$ cat src/rtl/nonce_dispatcher.sv
// nonce_dispatcher: hands a nonce range out to external hash cores and
// reports the first nonce whose hash falls below the target.
module nonce_dispatcher #(
    parameter int CORE_COUNT = 4,
    parameter int NONCE_W    = 32,
    parameter int HASH_W     = 256
) (
    input  logic                           clk,
    input  logic                           reset,
    input  logic                           job_load,
    input  logic [NONCE_W-1:0]             job_nonce_start,
    input  logic [NONCE_W-1:0]             job_nonce_end,
    input  logic [HASH_W-1:0]              job_target,
    input  logic                           abort,
    output logic [CORE_COUNT-1:0]          core_start,
    output logic [CORE_COUNT*NONCE_W-1:0]  core_nonce,
    input  logic [CORE_COUNT-1:0]          core_ready,
    input  logic [CORE_COUNT*HASH_W-1:0]   core_hash,
    output logic                           res_valid,
    input  logic                           res_ready,
    output logic [NONCE_W-1:0]             res_nonce,
    output logic                           busy,
    output logic                           exhausted,
    output logic [31:0]                    hash_count
);

    typedef enum logic [1:0] {IDLE, RUN, DRAIN, REPORT} state_t;

    localparam logic [NONCE_W:0] NN_ONE = {{NONCE_W{1'b0}}, 1'b1};

    state_t                          state_q, state_d;
    logic [CORE_COUNT-1:0]           busy_q, busy_d, start_d, acc;
    logic [NONCE_W:0]                next_q, next_d, nn;
    logic [NONCE_W-1:0]              end_q, end_d, res_nonce_d, win_nonce;
    logic [HASH_W-1:0]               target_q, target_d;
    logic                            drain_report_q, drain_report_d;
    logic                            exhausted_d, hit;
    logic [31:0]                     hash_count_d;
    logic [CORE_COUNT*NONCE_W-1:0]   core_nonce_d;
    logic [5:0]                      n_acc;
    logic [32:0]                     sum;

    assign res_valid = (state_q == REPORT);
    assign busy      = (state_q != IDLE);

    always_comb begin
        acc       = core_ready & busy_q;
        hit       = 1'b0;
        win_nonce = '0;
        n_acc     = '0;
        for (int i = 0; i < CORE_COUNT; i++) begin
            n_acc = n_acc + {5'd0, acc[i]};
            if (acc[i] && !hit &&
                core_hash[i*HASH_W +: HASH_W] < target_q) begin
                hit       = 1'b1;
                win_nonce = core_nonce[i*NONCE_W +: NONCE_W];
            end
        end
        sum = {1'b0, hash_count} + {27'd0, n_acc};
    end

    always_comb begin
        state_d        = state_q;
        busy_d         = busy_q & ~acc;
        start_d        = '0;
        next_d         = next_q;
        end_d          = end_q;
        target_d       = target_q;
        drain_report_d = drain_report_q;
        exhausted_d    = exhausted;
        res_nonce_d    = res_nonce;
        core_nonce_d   = core_nonce;
        hash_count_d   = sum[32] ? '1 : sum[31:0];
        nn             = next_q;
        unique case (state_q)
            IDLE: begin
                if (job_load) begin
                    next_d       = {1'b0, job_nonce_start};
                    end_d        = job_nonce_end;
                    target_d     = job_target;
                    exhausted_d  = 1'b0;
                    hash_count_d = '0;
                    state_d      = RUN;
                end
            end
            RUN: begin
                if (hit) begin
                    res_nonce_d    = win_nonce;
                    drain_report_d = 1'b1;
                    state_d        = DRAIN;
                end else if (abort) begin
                    drain_report_d = 1'b0;
                    state_d        = DRAIN;
                end else if (next_q > {1'b0, end_q} && busy_q == '0) begin
                    exhausted_d = 1'b1;
                    state_d     = IDLE;
                end else begin
                    // a core returning this edge waits one cycle before reuse
                    for (int i = 0; i < CORE_COUNT; i++) begin
                        if (!busy_q[i] && !core_ready[i] &&
                            nn <= {1'b0, end_q}) begin
                            start_d[i] = 1'b1;
                            busy_d[i]  = 1'b1;
                            core_nonce_d[i*NONCE_W +: NONCE_W] =
                                nn[NONCE_W-1:0];
                            nn = nn + NN_ONE;
                        end
                    end
                    next_d = nn;
                end
            end
            DRAIN: begin
                if (busy_q == '0)
                    state_d = drain_report_q ? REPORT : IDLE;
            end
            REPORT: begin
                if (res_ready)
                    state_d = IDLE;
            end
        endcase
    end

    always_ff @(posedge clk or negedge reset) begin
        if (!reset) begin
            state_q        <= IDLE;
            busy_q         <= '0;
            core_start     <= '0;
            next_q         <= '0;
            end_q          <= '0;
            target_q       <= '0;
            drain_report_q <= 1'b0;
            exhausted      <= 1'b0;
            res_nonce      <= '0;
            core_nonce     <= '0;
            hash_count     <= '0;
        end else begin
            state_q        <= state_d;
            busy_q         <= busy_d;
            core_start     <= start_d;
            next_q         <= next_d;
            end_q          <= end_d;
            target_q       <= target_d;
            drain_report_q <= drain_report_d;
            exhausted      <= exhausted_d;
            res_nonce      <= res_nonce_d;
            core_nonce     <= core_nonce_d;
            hash_count     <= hash_count_d;
        end
    end

endmodule
$ cat config.mk
export PLATFORM = sky130hd
export DESIGN_NAME = nonce_dispatcher
export DESIGN_NICKNAME = d
export VERILOG_FILES = /design/src/rtl/nonce_dispatcher.sv
export SDC_FILE = /design/constraint.sdc
export NUM_CORES = 2
export LEC_CHECK = 0
export CAP_MARGIN = 10
export CORE_AREA = 3 3 600 602
export CTS_CLUSTER_SIZE = 8
export DETAILED_ROUTE_END_ITERATION = 10
export DIE_AREA = 0 0 603 605
export DONT_BUFFER_PORTS = 1
export PLACE_DENSITY = 0.3
export SYNTH_ARGS = -nofsm -noshare
export SYNTH_HDL_FRONTEND = slang
export SYNTH_SLANG_ARGS = --single-unit
$ cat constraint.sdc
create_clock -name clk -period 16.15 [get_ports clk]
set_clock_uncertainty 0.1 [all_clocks]
set_input_delay 1.615 -clock clk [delete_from_list [all_inputs] [get_ports clk]]
set_output_delay 1.615 -clock clk [all_outputs]
set_load 0.1 [all_outputs]
# == Word level (Yosys, flattened, before mapping) ==
# Index checks and enable logic that the tools add are counted.
# classes
addsub,8
n_lt_le_gt_ge,9
eq_ne,11
muxes,63
bitwise,6
reduce_logical,42
# op_table
operator,count
256-bit < comparator,4
33-bit 2-to-1 mux,20
32-bit 2-to-1 mux,7
"33-bit by 1-bit adder with 33-bit output, second input constant",4
33-bit by 32-bit less-or-equal comparator with 1-bit output,4
33-bit one-hot mux with 2 select lines,1
32-bit by 4-bit adder with 33-bit output,1
33-bit by 32-bit greater-than comparator with 1-bit output,1
4-bit 2-to-1 mux,8
5-bit AND reduction,6
1-bit 2-to-1 mux,18
1-bit logical AND,16
2-bit 2-to-1 mux,7
"2-bit inequality test, second input constant",6
1-bit zero test,11
4-bit bitwise AND,2
2-bit one-hot mux with 4 select lines,1
2-bit AND reduction,3
2-bit nonzero test,3
3-bit by 1-bit adder with 4-bit output,1
"2-bit equality test, second input constant",2
4-bit zero test,1
"4-bit inequality test, second input constant",1
4-bit NOT,1
8 further kinds,10
# word_totals
register_bits,525
output_inout_bits,199
wordCells,153

# == Longest topological paths before layout ==
# logic_depth
ltp_word,38
depth_mapped,57
ltp_nobuf,54

# == Least setup slack after synthesis ==
# OpenSTA, ideal clock, no wires.
# synth_path
kind,input-to-reg
from,input port core_ready[0]
to,register next_q[30]
setup_time_ns,0.131
arrival_time_ns,12.005
slack_ns,3.914
cell_stages,48
n_path_buf,2
path_cell_list,or2_2 > clkbuf_1 > nor4_1 > a21boi_0 > nor3_1 > inv_1 > ha_1 > a21o_1 > nand3_1 > a21oi_1 > a2111oi_0 > o211ai_1 > o21a_1 > a2111oi_4 > nand3_1 > nor4_1 > xnor2_1 > ha_1 > [12 not listed] > clkbuf_1 > nor4_1 > xnor2_1 > inv_1 > ha_1 > nand2_1 > nor2_1 > a2111oi_0 > o21ai_0 > a211o_1 > nor3_1 > o2111a_1 > nand2b_1 > nor3_1 > and4_1 > or3b_1 > xnor2_1 > o21ai_1
# synth_between
elab_chain_len,29
elab_cells_between_ends,49
# synth_rtl
element,line_no,source
from (decl),17,"input logic [CORE_COUNT-1:0] core_ready,"
1-bit zero test,100,if (!busy_q[i] && !core_ready[i] &&
1-bit logical AND (2 in a row),100,
33-bit 2-to-1 mux,100,
33-bit 2-to-1 mux,94,"end else if (next_q > {1'b0, end_q} && busy_q == '0) begin"
33-bit 2-to-1 mux,91,end else if (abort) begin
33-bit 2-to-1 mux,87,if (hit) begin
33-bit 2-to-1 mux,75,unique case (state_q)
33-bit by 32-bit less-or-equal comparator with 1-bit output,101,"nn <= {1'b0, end_q}) begin"
[12 not listed],n/a,
33-bit 2-to-1 mux,75,
33-bit by 32-bit less-or-equal comparator with 1-bit output,101,
1-bit logical AND,100,
33-bit 2-to-1 mux,100,
33-bit 2-to-1 mux,94,
33-bit 2-to-1 mux,91,
33-bit 2-to-1 mux,87,
33-bit one-hot mux with 2 select lines,75,
to (signal assigned),140,next_q <= next_d;
to (decl),33,"logic [NONCE_W:0] next_q, next_d, nn;"
# Parallel ways exist; a longest one is shown, timed or not. The select of a mux whose other input is x is not followed.
# A chain may end at the register's enable or synchronous reset.

# == Final worst setup path ==
# layout_path
from,register end_q[30]
to,register next_q[29]
# layout_between
elab_chain_len,28
elab_cells_between_ends,35
# layout_rtl
element,line_no,source
from (decl),34,"logic [NONCE_W-1:0] end_q, end_d, res_nonce_d, win_nonce;"
from (signal assigned),141,end_q <= end_d;
33-bit by 32-bit less-or-equal comparator with 1-bit output,101,
1-bit logical AND,100,
33-bit 2-to-1 mux,100,
33-bit 2-to-1 mux,94,
33-bit 2-to-1 mux,91,
33-bit 2-to-1 mux,87,
33-bit 2-to-1 mux,75,
33-bit by 32-bit less-or-equal comparator with 1-bit output,101,
[12 not listed],n/a,
33-bit 2-to-1 mux,75,
33-bit by 32-bit less-or-equal comparator with 1-bit output,101,
1-bit logical AND,100,
33-bit 2-to-1 mux,100,
33-bit 2-to-1 mux,94,
33-bit 2-to-1 mux,91,
33-bit 2-to-1 mux,87,
33-bit one-hot mux with 2 select lines,75,
# Parallel ways exist; a longest one is shown, timed or not. The select of a mux whose other input is x is not followed.

==> metrics.txt <==
status=finished clean; routed len/inst=34.1 µm; largest fanout on the critical path=22; pin count of the biggest net entering global routing=526; Initial DRT Pass Iterations=5; worst setup margin=955 ps; Synth Warn #=0; Max Slew Vio Count=0; RSZ-0062 raised after global routing=false; cells after synthesis=5731; largest family of logic cells by synthesized area=adder cells; met1 Use GR=0.209; xor-xnor portion of the synthesized cell area=0.0236; Reg2Reg Depth=54; peak supply drop=166 µV; GRT Total Usage=0.193; HPWL after DPL=320000 µm; DR vias=46800; clock latency on the worst-skew pair=810 ps; DRT Wirelength=366000 µm; Critical path buffers and inverters=6; Achievable Freq=65.8 MHz; Arr. time, crit path=15740 ps; fin crit period=15200 ps; die area=0.365 mm²; Post-synth EDFFs=0; slew margin rel.=0.169; leakage=26.7 nW; CTS Sinks=525; Synth Area in Adders=0.289; worst slack at placement=1230 ps; PwrDens=221 mW/mm²; CTS Root Cell=clkbuf_16; GRT Max-Usage Layer=met2; grt ovf=0; post-synth cell types=93; met3 usage in global routing=0.0564; Setup CP Type=reg2reg; most area-hungry cell type in the Yosys netlist=ha_1; Post-CTS Setup Repair Bufs=0; CP max stage delay=1030 ps; M2 GR Usage=0.354; element type at the critical path end=flop; initial antenna violation count=197; endpoints failing hold=0; Max H-tree Level=3; Ports=1552; Die X-Extent=603 µm; Compound-Gate Fraction of Synth Area=0.190; # resized after CTS=0; net count after synthesis=8240; Post-synth top flop=dfrtp_1; Slew @ Worst Pin=1240 ps; Layout area overhead=19.5%; drt drc=0; Final setup viols=0; ranking of synthesized cells by area=ha_1 (29%), dfrtp_1 (26%), o21ai_0 (5.3%); input/output buffers=0; Vias/cell=4.36; setup_tns=0 ps; max-cap violations=0; CTS clock-pin slew for the worst setup and hold paths=70 ps; Simple-Gate Fraction of Synth Area=0.176; CTS tree=built; Final Net Count=8364; min-delay worst type=in2async; Initial Util=0.141; cts bufs inserted=89; Max Buffers Root-to-Sink=4; Syn Std Cell Area=0.0502 mm²; mean area per synthesized cell=8.75 µm²; Post-synth ARST share=1.00; layout cell share with drive strength beyond 1=0.0735; mux cell area share after synthesis=0.0186; # hold bufs at CTS=0; share of the synthesized area in the top cell type=0.288; GPL Wtd Cong=0.932; global-route wire length before repair=471000 µm; Tcrit/Tclk final=0.941; Stages on worst setup path=54; sequential fraction of the synthesis area=0.262; register bit total from synthesis=525; Fillers=40100; crit path launch type=flop; core area=0.355 mm²; Site Rows=219; crit-path leading delay family=simple AND/OR/NAND/NOR gates; DRT antenna net count=0; Reg2Reg Setup Slack=950 ps; initial DRC count=3071; Critical Path Slowest Stage Cell=nor4_1; Req. time, crit path=16690 ps; die height=605 µm; vias in the first global route=46900
## through the flow
stage	instances	hold WS (ps)	instance area, µm²	util	total power, mW
final	10700	379	59900	0.169	13.3
after floorplan	5731	359	50200	-	7.99
after global placement	10500	389	57000	0.160	11.4
after CTS	10600	296	59600	0.168	13.4
after detailed placement	10500	395	57000	0.160	11.4
after global routing	10700	293	59800	0.168	14.3
## final timing paths
kind,start,to
worst max-delay path,end_q[30],next_q[29]
max in group asynchronous,reset,target_q[129]
worst min-delay path,reset,core_nonce[100]
worst min register to register,drain_report_q,drain_report_q
min in group clk,drain_report_q,drain_report_q
worst max register to register,end_q[30],next_q[29]
## final cells by class
class,count,area (µm²),share of cell area
inverters,388,1460,0.0243
clock inverters,13,168,0.00280
multi-input cells,4670,35100,0.586
clock buffers,116,2460,0.0410
well taps,4751,5940,0.0992
flip-flops and latches,525,13100,0.219
diodes,97,243,0.00405
repair buffers,181,1420,0.0237
## layout by cell type, fill, tap and decap left out, drive strengths merged, types with 80 or more instances in the layout
master	instances
ha	1153
nand2	583
o21ai	534
dfrtp	525
a21oi	435
inv	389
a21o	326
nand4	283
nor2	214
buf	181
nor2b	156
nand2b	134
clkbuf	116
diode	97
nand3	90
xnor2	87
nor3	80
## per-layer routing
metal | wire length (µm) | vias up
met2 | 191000 | 1673
li1 | - | 21500
met4 | 11300 | 104
met3 | 26700 | 456
met5 | 699 | -
met1 | 137000 | 23100
## registers in the layout (all words and copies together) (netlist names)
register        count
state_q             2
busy_q              4
res_nonce          32
drain_report_q      1
exhausted           1
target_q          256
end_q              32
core_start          4
core_nonce        128
next_q             33
hash_count         32
## cell usage after synthesis, types with 5 or more instances
cell type  number
buf_1          14
o31ai_1        18
and2_1         20
a31oi_1        18
xnor2_1        83
and4_1         12
ha_1         1153
nor3_1         78
buf_2           7
mux2_2         75
o21ai_1         6
o211ai_1       19
inv_1         386
or2_2          15
mux2i_1         9
o22ai_1        11
dfrtp_1       525
a22oi_1        43
a221oi_1        7
xor2_1         41
a21oi_1       435
nand3b_1        8
nand4b_1        7
o21ai_0       528
a211oi_1       23
nor2b_1       156
or3_1          21
or4_1          10
nor4b_1         7
a21o_1        326
and3_1         22
o2111ai_1       8
nor2_1        214
nor4_1         53
nand3_1        89
o311ai_0        5
nand2_1       583
a211o_1         6
a2111oi_0      15
nand2b_1      134
clkbuf_1      125
o221ai_1       38
o21a_1          9
nand4_1       282
## report_power, final
part	total [mW]	switching (mW)	internal, mW	leakage (nW)
logic	7.92	5.27	2.65	18.9
registers	3.46	1.60	1.86	6.51
clock network	1.87	0.776	1.10	1.28
## cell families (layout without fill, tap and decap cells)
logic type | count (synthesis) | in the layout
xor gates and xnor gates | 129 | 129
and+or+nand+nor | 1734 | 1734
muxes | 84 | 84
adders and majority gates | 1156 | 1156
AOI/OAI and AO/OA | 1567 | 1567
buffers and inverters | 536 | 698
DFF | 525 | 525
other | 0 | 97
No activity file was read; power rests on OpenSTA's default activity.
